$ cat config.mk
export PLATFORM = sky130hd
export DESIGN_NAME = actuator_sequencer_flat
export DESIGN_NICKNAME = d
export VERILOG_FILES = /design/src/rtl/smart_home_pkg.sv /design/src/rtl/actuator_sequencer_if.sv /design/src/rtl/actuator_prio_enc.sv /design/src/rtl/actuator_sequencer.sv /design/src/flat_wrapper.sv
export SDC_FILE = /design/constraint.sdc
export NUM_CORES = 1
export LEC_CHECK = 0
export BUFFER_PORTS_ARGS = -buffer_cell sky130_fd_sc_hd__buf_2
export CAP_MARGIN = 40
export CORE_UTILIZATION = 55
export DETAILED_ROUTE_END_ITERATION = 10
export PLACE_DENSITY = 0.81
export REMOVE_ABC_BUFFERS = 1
export SETUP_SLACK_MARGIN = 0.1
export SKIP_LAST_GASP = 1
export SLEW_MARGIN = 20
export SYNTH_ARGS = -nofsm -noshare
export SYNTH_HDL_FRONTEND = slang
export SYNTH_HIERARCHICAL = 1
export SYNTH_SLANG_ARGS = --single-unit
$ cat constraint.sdc
create_clock -name clk -period 3.55 [get_ports clk]
set_input_delay 0.355 -clock clk [delete_from_list [all_inputs] [get_ports clk]]
set_output_delay 0.355 -clock clk [all_outputs]
set_load 0.01 [all_outputs]
$ cat src/rtl/smart_home_pkg.sv
// Shared definitions for the smart-home actuator path: grant codes, request bit
// positions, sequencer states and the grant-to-pin drive mapping.
package smart_home_pkg;

    localparam int unsigned REQ_W = 6;
    localparam int unsigned ACT_W = 3;
    localparam int unsigned CNT_W = 8;

    localparam int unsigned REQ_FDOOR  = 0;
    localparam int unsigned REQ_RDOOR  = 1;
    localparam int unsigned REQ_ALARM  = 2;
    localparam int unsigned REQ_WINDOW = 3;
    localparam int unsigned REQ_HEATER = 4;
    localparam int unsigned REQ_COOLER = 5;

    localparam logic [ACT_W-1:0] ACT_IDLE   = 3'd0;
    localparam logic [ACT_W-1:0] ACT_FDOOR  = 3'd1;
    localparam logic [ACT_W-1:0] ACT_RDOOR  = 3'd2;
    localparam logic [ACT_W-1:0] ACT_ALARM  = 3'd3;
    localparam logic [ACT_W-1:0] ACT_WINDOW = 3'd4;
    localparam logic [ACT_W-1:0] ACT_HEATER = 3'd5;
    localparam logic [ACT_W-1:0] ACT_COOLER = 3'd6;

    // DEAD is also a parameter name of the sequencer, so states carry a prefix
    typedef enum logic [1:0] {
        ST_IDLE = 2'd0,
        ST_ON   = 2'd1,
        ST_DEAD = 2'd2
    } seq_state_e;

    // Pin vector (request bit order) for a grant; buzzers follow the beep level
    function automatic logic [REQ_W-1:0] drive_vec(input logic [ACT_W-1:0] code,
                                                   input logic beep);
        drive_vec = '0;
        case (code)
            ACT_FDOOR:  drive_vec[REQ_FDOOR]  = 1'b1;
            ACT_RDOOR:  drive_vec[REQ_RDOOR]  = 1'b1;
            ACT_ALARM:  drive_vec[REQ_ALARM]  = beep;
            ACT_WINDOW: drive_vec[REQ_WINDOW] = beep;
            ACT_HEATER: drive_vec[REQ_HEATER] = 1'b1;
            ACT_COOLER: drive_vec[REQ_COOLER] = 1'b1;
            default:    drive_vec = '0;
        endcase
    endfunction

endpackage

$ cat src/rtl/actuator_sequencer_if.sv
// Request/drive bundle between the sensor-decode FSM, the sequencer and the pins.
interface actuator_sequencer_if;
    import smart_home_pkg::*;

    logic [REQ_W-1:0] req;
    logic             fdoor;
    logic             rdoor;
    logic             winbuzz;
    logic             alarmbuzz;
    logic             heater;
    logic             cooler;
    logic [ACT_W-1:0] active;
    logic             busy;

    modport master (
        output req,
        input  fdoor, rdoor, winbuzz, alarmbuzz, heater, cooler, active, busy
    );

    modport slave (
        input  req,
        output fdoor, rdoor, winbuzz, alarmbuzz, heater, cooler, active, busy
    );

endinterface

$ cat src/rtl/actuator_prio_enc.sv
// Fixed-priority request encoder: alarm > fdoor > rdoor > window > heater > cooler.
module actuator_prio_enc
    import smart_home_pkg::*;
(
    input  logic [REQ_W-1:0] req,
    output logic             valid,
    output logic [ACT_W-1:0] code
);

    always_comb begin
        valid = |req;
        code  = ACT_IDLE;
        if (req[REQ_ALARM])       code = ACT_ALARM;
        else if (req[REQ_FDOOR])  code = ACT_FDOOR;
        else if (req[REQ_RDOOR])  code = ACT_RDOOR;
        else if (req[REQ_WINDOW]) code = ACT_WINDOW;
        else if (req[REQ_HEATER]) code = ACT_HEATER;
        else if (req[REQ_COOLER]) code = ACT_COOLER;
    end

endmodule

$ cat src/rtl/actuator_sequencer.sv
// One-at-a-time actuator sequencer: priority grant, minimum on-time, dead time
// after heater/cooler, alarm preemption and buzzer beep generation.
module actuator_sequencer
    import smart_home_pkg::*;
#(
    parameter int unsigned MIN_ON    = 8,
    parameter int unsigned DEAD      = 4,
    parameter int unsigned BEEP_HALF = 2
) (
    input  logic                 clk,
    input  logic                 Rst,
    actuator_sequencer_if.slave  bus
);

    if (MIN_ON < 1 || MIN_ON > 255) begin : g_bad_min_on
        $error("MIN_ON must be in 1..255");
    end
    if (DEAD < 1 || DEAD > 255) begin : g_bad_dead
        $error("DEAD must be in 1..255");
    end
    if (BEEP_HALF < 1 || BEEP_HALF > 255) begin : g_bad_beep_half
        $error("BEEP_HALF must be in 1..255");
    end

    localparam logic [CNT_W-1:0] MIN_ON_LD = CNT_W'(MIN_ON - 1);
    localparam logic [CNT_W-1:0] DEAD_LD   = CNT_W'(DEAD - 1);
    localparam logic [CNT_W-1:0] BEEP_LD   = CNT_W'(BEEP_HALF - 1);

    logic             win_valid;
    logic [ACT_W-1:0] win_code;

    actuator_prio_enc u_prio_enc (
        .req   (bus.req),
        .valid (win_valid),
        .code  (win_code)
    );

    seq_state_e       state_q;
    logic [ACT_W-1:0] code_q;
    logic [CNT_W-1:0] cnt_q;
    logic [CNT_W-1:0] beep_cnt_q;
    logic             beep_q;
    logic [REQ_W-1:0] drv_q;
    logic             busy_q;

    logic             take_c;
    logic             to_dead_c;
    logic             to_idle_c;
    logic             beep_nx_c;
    logic [REQ_W-1:0] hold_drv_c;

    // Transition decision; a new grant always goes to the current priority winner
    always_comb begin
        take_c    = 1'b0;
        to_dead_c = 1'b0;
        to_idle_c = 1'b0;
        case (state_q)
            ST_IDLE: take_c = win_valid;
            ST_ON: begin
                if (bus.req[REQ_ALARM] && code_q != ACT_ALARM) begin
                    take_c = 1'b1;
                end else if (cnt_q == '0 && (!win_valid || win_code != code_q)) begin
                    if (code_q == ACT_HEATER || code_q == ACT_COOLER) to_dead_c = 1'b1;
                    else if (win_valid)                               take_c    = 1'b1;
                    else                                              to_idle_c = 1'b1;
                end
            end
            ST_DEAD: begin
                if (bus.req[REQ_ALARM] || cnt_q == '0) begin
                    if (win_valid) take_c    = 1'b1;
                    else           to_idle_c = 1'b1;
                end
            end
            default: to_idle_c = 1'b1;
        endcase
    end

    assign beep_nx_c  = (beep_cnt_q == '0) ? ~beep_q : beep_q;
    assign hold_drv_c = drive_vec(code_q, beep_nx_c);

    always_ff @(posedge clk or posedge Rst) begin
        if (Rst) begin
            state_q    <= ST_IDLE;
            code_q     <= ACT_IDLE;
            cnt_q      <= '0;
            beep_cnt_q <= '0;
            beep_q     <= 1'b0;
            drv_q      <= '0;
            busy_q     <= 1'b0;
        end else if (take_c) begin
            state_q    <= ST_ON;
            code_q     <= win_code;
            cnt_q      <= MIN_ON_LD;
            beep_cnt_q <= BEEP_LD;
            beep_q     <= 1'b1;
            drv_q      <= drive_vec(win_code, 1'b1);
            busy_q     <= 1'b1;
        end else if (to_dead_c) begin
            state_q    <= ST_DEAD;
            code_q     <= ACT_IDLE;
            cnt_q      <= DEAD_LD;
            drv_q      <= '0;
            busy_q     <= 1'b1;
        end else if (to_idle_c) begin
            state_q    <= ST_IDLE;
            code_q     <= ACT_IDLE;
            cnt_q      <= '0;
            drv_q      <= '0;
            busy_q     <= 1'b0;
        end else begin
            if (cnt_q != '0) cnt_q <= cnt_q - CNT_W'(1);
            if (state_q == ST_ON) begin
                beep_q     <= beep_nx_c;
                beep_cnt_q <= (beep_cnt_q == '0) ? BEEP_LD : beep_cnt_q - CNT_W'(1);
                drv_q      <= hold_drv_c;
            end
        end
    end

    assign bus.fdoor     = drv_q[REQ_FDOOR];
    assign bus.rdoor     = drv_q[REQ_RDOOR];
    assign bus.alarmbuzz = drv_q[REQ_ALARM];
    assign bus.winbuzz   = drv_q[REQ_WINDOW];
    assign bus.heater    = drv_q[REQ_HEATER];
    assign bus.cooler    = drv_q[REQ_COOLER];
    assign bus.active    = code_q;
    assign bus.busy      = busy_q;

endmodule

$ cat src/flat_wrapper.sv
// flat-port wrapper written by rule: the top's interface ports become plain ports
module actuator_sequencer_flat import smart_home_pkg::*;
#(
    parameter int unsigned MIN_ON    = 8,
    parameter int unsigned DEAD      = 4,
    parameter int unsigned BEEP_HALF = 2
)
  (clk, Rst, bus_req, bus_fdoor, bus_rdoor, bus_winbuzz, bus_alarmbuzz, bus_heater, bus_cooler, bus_active, bus_busy);
  actuator_sequencer_if bus_i ();
  input  logic clk;
  input  logic Rst;
  input wire logic [$bits(bus_i.req)-1:0] bus_req;
  output wire logic [$bits(bus_i.fdoor)-1:0] bus_fdoor;
  output wire logic [$bits(bus_i.rdoor)-1:0] bus_rdoor;
  output wire logic [$bits(bus_i.winbuzz)-1:0] bus_winbuzz;
  output wire logic [$bits(bus_i.alarmbuzz)-1:0] bus_alarmbuzz;
  output wire logic [$bits(bus_i.heater)-1:0] bus_heater;
  output wire logic [$bits(bus_i.cooler)-1:0] bus_cooler;
  output wire logic [$bits(bus_i.active)-1:0] bus_active;
  output wire logic [$bits(bus_i.busy)-1:0] bus_busy;
  assign bus_i.req = bus_req;
  assign bus_fdoor = bus_i.fdoor;
  assign bus_rdoor = bus_i.rdoor;
  assign bus_winbuzz = bus_i.winbuzz;
  assign bus_alarmbuzz = bus_i.alarmbuzz;
  assign bus_heater = bus_i.heater;
  assign bus_cooler = bus_i.cooler;
  assign bus_active = bus_i.active;
  assign bus_busy = bus_i.busy;
  actuator_sequencer #(.MIN_ON(MIN_ON), .DEAD(DEAD), .BEEP_HALF(BEEP_HALF)) u_core (.clk(clk), .Rst(Rst), .bus(bus_i));
endmodule
==> impl_metrics.env, run 1 <==
export IMPL_outcome="finished clean"
export IMPL_finalCriticalPeriod_ps=2600
export IMPL_synth_commonest_cells="29 x dfrtp_1, 20 x nand2_1, 19 x nor2_1"
export IMPL_slew_violations=0
export IMPL_synth_most_common_cell="dfrtp_1"
export IMPL_synth_edf_count=0
export IMPL_numCtsBuffers=5
export IMPL_hold_buffers=0
export IMPL_worst_hold_path_type="primary input to async pin"
export IMPL_num_antenna_cells=0
export IMPL_synth_distinct_cells=52
export IMPL_netlist_area_um2=1780
export IMPL_worstMarginPinSlew_ps=497
export IMPL_clock_skew_ps=8.75
export IMPL_gp_congestion=0.945
export IMPL_nets=222
export IMPL_postCtsSetupBuffers=0
export IMPL_netlist_area_leader_share_pct=40.8
export IMPL_grt_usage_pct=24.6
export IMPL_path_class="flip-flop to flip-flop"
export IMPL_vias=1537
export IMPL_worstPathRequired_ps=3760
export IMPL_setup_tns_ps=0
export IMPL_routedWlPerCell_um=15.0
export IMPL_grt_pass1_wl_um=6260
export IMPL_synth_cells=193
export IMPL_avgSynthCellArea_um2=9.21
export IMPL_async_flop_share_pct=100
export IMPL_first_iter_violations=105
export IMPL_gr_usage_met3_pct=6.59
export IMPL_fin_crit_sh_pct=73.3
export IMPL_ys_dominant_reg_cell="dfrtp_1"
export IMPL_yosys_area_top_type="dfrtp_1"
export IMPL_std_cell_rows=20
export IMPL_p_per_area_nw_per_um2=698
export IMPL_setup_viol=0
export IMPL_cts_tree="done"
export IMPL_ys_warn_count=6
export IMPL_cellLeakagePower_nw=0.891
export IMPL_ant_nets=0
export IMPL_rsz0062_at_grt="false"
export IMPL_yosysSeqAreaShare_pct=40.8
export IMPL_crit_path_cell_trace="inv_1, ha_1, nor4b_4, and2_1, a41oi_4, o22a_1, and2_4, a221o_1"
export IMPL_timing_slew_headroom_pct=66.8
export IMPL_clock_latency_ps=320
export IMPL_grt_max_degree=21
export IMPL_dr_pass1_iters=4
export IMPL_utilization_pct=64.9
export IMPL_hold_viol=0
export IMPL_ctsHtreeMaxLevel=2
export IMPL_cp_arrival_ps=2810
export IMPL_die_h_um=58.9
export IMPL_initial_utilization_pct=58.2
export IMPL_rr_worst_depth=8
export IMPL_grt_use_met2_pct=39.0
export IMPL_place_hpwl_um=2880
export IMPL_cts_resized=0
export IMPL_routed_via_density=6.00
export IMPL_grt_pass1_vias=1400
export IMPL_holdWs_ps=12.9
export IMPL_dieArea_um2=3460
export IMPL_core_area_um2=3050
export IMPL_syn2layout_area_growth_pct=11.5
export IMPL_grt_overflow=0
export IMPL_fillers=258
export IMPL_placed_cells=248
export IMPL_fmax_mhz=384
export IMPL_drc=0
export IMPL_busiest_layer="met2"
export IMPL_totalWireLength_um=3830
export IMPL_maxCapViolations=0
export IMPL_drive_above_1_share_pct=17.0
export IMPL_cp_slowest_cell="and2_1"
export IMPL_clk_pin_slew_ps=90
export IMPL_ios=18
export IMPL_cts_sinks=29
export IMPL_root_buffer="clkbuf_4"
export IMPL_irDropWorstVdd_mv=0.386
export IMPL_synth_seq_cells=29
export IMPL_path_max_fanout=8
export IMPL_critPathCaptureType="flip-flop"
export IMPL_pre_cts_slack_ps=794
export IMPL_setup_slack_ps=949
export IMPL_setup_worst_path_start_class="flip-flop"
export IMPL_slowest_delay_ps=430
export IMPL_fin_cells=256
export IMPL_met1_usage_pct=32.4
export IMPL_clk_path_buf_depth=2
export IMPL_portBuffers=17
export IMPL_dieWidth_um=58.9
export IMPL_antenna_found_initial=0
export IMPL_synth_area_leaders="dfrtp_1 41%, nand2_1 4.2%, nor2_1 4.0%"
worst paths after layout:
kind                                 start                    to  slack [ps]
min in group clk           u_core/bus.busy       u_core/bus.busy         490
setup / recovery           u_core/cnt_q[0]       u_core/drv_q[0]         950
max in group asynchronous              Rst  u_core/beep_cnt_q[6]        3080
hold reg to reg            u_core/bus.busy       u_core/bus.busy         490
setup reg to reg           u_core/cnt_q[0]       u_core/drv_q[0]         950
hold / removal                         Rst       u_core/cnt_q[0]          10
kinds of logic (layout without fill, tap and decap cells):
group | Yosys count | after routing | share of synthesized area [%]
AO/OA/AOI/OAI | 47 | 47 | 20.8
XOR/XNOR | 9 | 9 | 4.43
adder cells (fa/ha/maj) | 3 | 3 | 2.11
buffers and inverters | 16 | 35 | 3.94
flip-flops | 29 | 29 | 40.8
AND/OR/NAND/NOR | 89 | 89 | 27.9
layout by cell type, fill, tap and decap left out, drive strengths merged, types with 2 or more instances in the layout:
cell	netlist	layout
dfrtp	29	29
nand2	20	20
nor2	19	19
buf	4	18
a21oi	9	9
inv	9	9
xnor2	8	8
nor3	8	8
o21ai	8	8
nor2b	7	7
clkbuf	3	7
nand2b	5	5
a22o	5	5
nor4	4	4
nand3	4	4
and2	4	4
nand4	3	3
a211o	3	3
nor3b	3	3
o31ai	3	3
a221o	3	3
ha	3	3
nor4b	3	3
o21a	2	2
a32o	2	2
or4b	2	2
and3	2	2
a41oi	2	2
where the power goes:
part	switching, mW	leakage [nW]	total [mW]	internal, mW
Clock	0.108	0.0455	0.276	0.168
Combinational	0.311	0.482	0.563	0.252
Sequential	0.120	0.363	0.545	0.425
metal layers:
layer / part of all wire, % / routed length, µm / up-vias
met2: 50 / 1930 / 42
met1: 45 / 1710 / 749
li1: - / - / 740
met5: 0 / 0 / -
met4: 1.0 / 40 / 0
met3: 4.0 / 154 / 6
per-stage QoR:
| step | power, mW | area [µm²] |
|---|---|---|
| floorplan | 0.951 | 1740 |
| global placement | 1.07 | 1880 |
| detailed placement | 1.11 | 1900 |
| CTS | 1.39 | 1980 |
| global route | 1.49 | 1980 |
| finish | 1.38 | 1980 |
critical path: cells and delay by family, from the launching register on:
kind                       cells  cell delay (ps)
adders and majority gates      1              210
and+or+nand+nor                3              970
DFF                            1              420
buffers and inverters          1               70
AOI/OAI and AO/OA              3              840
layout make-up:
cell class	count	area [µm²]	area share [%]
timing repair buffer	18	100	5.05
tap	44	55.1	2.78
clock buffer	7	55.1	2.78
inverter	9	33.8	1.70
multi-input combinational	148	982	49.6
clock inverter	1	30.0	1.52
sequential	29	726	36.6
flip-flops by register name (all words and copies together), names as in the netlist:
name / count
u_core/bus.active: 3
u_core/bus.busy: 1
u_core/cnt_q: 8
u_core/beep_q: 1
u_core/beep_cnt_q: 8
u_core/state_q: 2
u_core/drv_q: 6
Power figures use the tool's default switching activity.
==> run 2: changes to the inputs <==
- ABC_AREA: unset -> 1
- CORE_UTILIZATION: 55 -> 53
- clock period: 3.55 -> 2.3 ns (I/O delays scaled with it)
==> impl_metrics.env, run 2 <==
export IMPL_rr_worst_depth=13
export IMPL_synth_compound_area_share_pct=5.81
export IMPL_grt_usage_pct=22.6
export IMPL_pre_cts_slack_ps=220
export IMPL_synth_seq_cells=29
export IMPL_worstMarginPinSlew_ps=360
export IMPL_initial_utilization_pct=56.7
export IMPL_num_antenna_cells=0
export IMPL_synth_area_leaders="dfrtp_1 37%, nand2_1 15%, nor2_1 8.1%"
export IMPL_grt_max_degree=30
export IMPL_design_area_um2=2210
export IMPL_path_class="flip-flop to flip-flop"
export IMPL_synthXorXnorAreaFrac_pct=3.16
export IMPL_nets=312
export IMPL_routed_via_density=5.10
export IMPL_hold_viol=0
export IMPL_drc=0
export IMPL_ios=18
export IMPL_ys_dominant_reg_cell="dfrtp_1"
export IMPL_fillers=292
export IMPL_synth_most_common_cell="nand2_1"
export IMPL_totalWireLength_um=4030
export IMPL_clock_latency_ps=320
export IMPL_worst_hold_path_type="primary input to flip-flop"
export IMPL_synth_adder_area_share_pct=1.94
export IMPL_fmax_mhz=485
export IMPL_ant_nets=0
export IMPL_setup_tns_ps=0
export IMPL_slew_violations=0
export IMPL_timing_slew_headroom_pct=76.0
export IMPL_routedWlPerCell_um=11.6
export IMPL_ys_warn_count=6
export IMPL_setup_slack_ps=240
export IMPL_cp_arrival_ps=2300
export IMPL_utilization_pct=64.8
export IMPL_avgSynthCellArea_um2=7.15
export IMPL_synth_top_family_by_area="simple AND/OR/NAND/NOR gates"
export IMPL_netlist_area_leader_share_pct=37.4
export IMPL_rsz0062_at_grt="true"
export IMPL_portBuffers=17
export IMPL_std_cell_rows=21
export IMPL_first_iter_violations=71
export IMPL_rr_endpoint="u_core/state_q[1]"
export IMPL_grt_pass1_wl_um=6910
export IMPL_finalCriticalPeriod_ps=2060
export IMPL_place_hpwl_um=2990
export IMPL_worstPathRequired_ps=2540
export IMPL_clk_pin_slew_ps=90
export IMPL_synth_cells=271
export IMPL_async_flop_share_pct=100
export IMPL_gp_congestion=0.955
export IMPL_synthMuxAreaShare_pct=0
export IMPL_mostFrequentLayoutCells="80 x nand2_1, 42 x nor2_1, 29 x dfrtp_1"
export IMPL_antenna_found_initial=0
export IMPL_cellLeakagePower_nw=1.19
export IMPL_dr_pass1_iters=5
export IMPL_drive_above_1_share_pct=21.9
export IMPL_min_from="bus_req[3]"
export IMPL_grt_pass1_vias=1664
export IMPL_reg_top3="u_core/beep_cnt_q: 8 flops, u_core/cnt_q: 8 flops, u_core/drv_q: 6 flops"
export IMPL_setup_worst_path_start_class="flip-flop"
export IMPL_cts_sinks=29
export IMPL_multi_input_area_um2=1060
export IMPL_rrSetupSlack_ps=240
export IMPL_min_to="u_core/bus.active[0]"
export IMPL_die_h_um=62.5
export IMPL_fin_crit_sh_pct=89.6
export IMPL_synth_edf_count=0
export IMPL_setup_viol=0
export IMPL_ctsHtreeMaxLevel=2
export IMPL_min_path_cells=5
export IMPL_vias=1775
export IMPL_irDropWorstVdd_mv=0.713
export IMPL_critPathCaptureType="flip-flop"
export IMPL_maxCapViolations=0
export IMPL_clk_path_buf_depth=2
export IMPL_layout_commonest_cell="nand2_1"
export IMPL_dieWidth_um=62.5
export IMPL_report_power_total_mw=2.58
export IMPL_yosysSeqAreaShare_pct=37.4
export IMPL_dieArea_um2=3900
export IMPL_outcome="finished clean"
export IMPL_yosys_area_top_type="dfrtp_1"
export IMPL_clock_skew_ps=3.86
export IMPL_placed_area_um2=2090
export IMPL_synth_simple_area_share_pct=43.5
export IMPL_core_area_um2=3420
export IMPL_grt_overflow=0
export IMPL_syn2layout_area_growth_pct=14.3
export IMPL_p_per_area_nw_per_um2=1170
export IMPL_synth_distinct_cells=32
export IMPL_synth_commonest_cells="80 x nand2_1, 42 x nor2_1, 29 x dfrtp_1"
export IMPL_numCtsBuffers=5
export IMPL_root_buffer="clkbuf_4"
export IMPL_cts_tree="done"
export IMPL_path_max_fanout=17
export IMPL_netlist_area_um2=1940
export IMPL_regArea_um2=726
export IMPL_r2r_start="u_core/cnt_q[0]"
[run 2: changes by cell type after synthesis, moves of 7 or more]
cell     before  now
inv_1         8   23
nor2b_1       7    0
inv_2         1   10
xnor2_1       8    1
nor2_1       19   42
nand3_1       4   16
nand2_1      20   80
[run 2: worst max path at each step]
stage	depth (start not counted)	from	end
finish	13	u_core/cnt_q[0]	u_core/state_q[1]
global route	13	u_core/cnt_q[0]	u_core/state_q[1]
CTS	13	u_core/cnt_q[0]	u_core/state_q[1]
detailed placement	16	bus_req[3]	u_core/state_q[1]
global placement	16	bus_req[2]	u_core/cnt_q[4]
floorplan	15	bus_req[1]	u_core/bus.active[0]
[run 2: what timing repair did]
item                                    CTS  global route
setup buffers                             0             3
endpoints found under the setup margin    0             8
gates resized for setup                   0             1
hold buffers                              1             0
endpoints found under the hold margin    29             0
[run 2: report_power, final]
part,switching (mW),internal (mW)
sequential,0.138,0.663
combinational,0.858,0.496
clock,0.169,0.259
[run 2: per-stage QoR]
step           hold slack [ps]  std cells
3_5_place_dp               314        336
2_1_floorplan              308        269
3_3_place_gp               314        336
5_1_grt                    454        348
6_report                   435        348
4_1_cts                    405        345
[run 2: cell type report]
| class | instances | area share (%) |
|---|---|---|
| Timing Repair Buffer | 25 | 6.67 |
| Clock buffer | 7 | 2.49 |
| Sequential cell | 29 | 32.8 |
| Inverter | 35 | 6.10 |
| Clock inverter | 1 | 1.36 |
| Tap cell | 46 | 2.60 |
| Multi-Input combinational cell | 205 | 48.0 |
[run 2: cell families after synthesis]
kind of cell | count (synthesis)
compound gates | 20
fa+ha+maj | 3
buf+inv | 37
simple gates | 175
flops | 29
xor+xnor | 7
[run 2: metal layers]
layer	global-route usage [%]	vias up	wire length, µm
li1	-	916	-
met1	26.2	818	1860
met2	39.1	33	1970
met5	0	-	0
met4	8.43	0	59
met3	6.75	8	143
[run 2: worst max-delay path: stages (launching register included)]
cell and delay (ps):
dfrtp_1 350, inv_1 80, ha_1 220, nand2_2 130, nor2_4 60, nand2_2 130, clkinv_2 150, nand3_1 110
nand2_1 60, nand2_2 100, nand2_8 120, nor2_4 170, nand2_4 110, o21ai_1 180
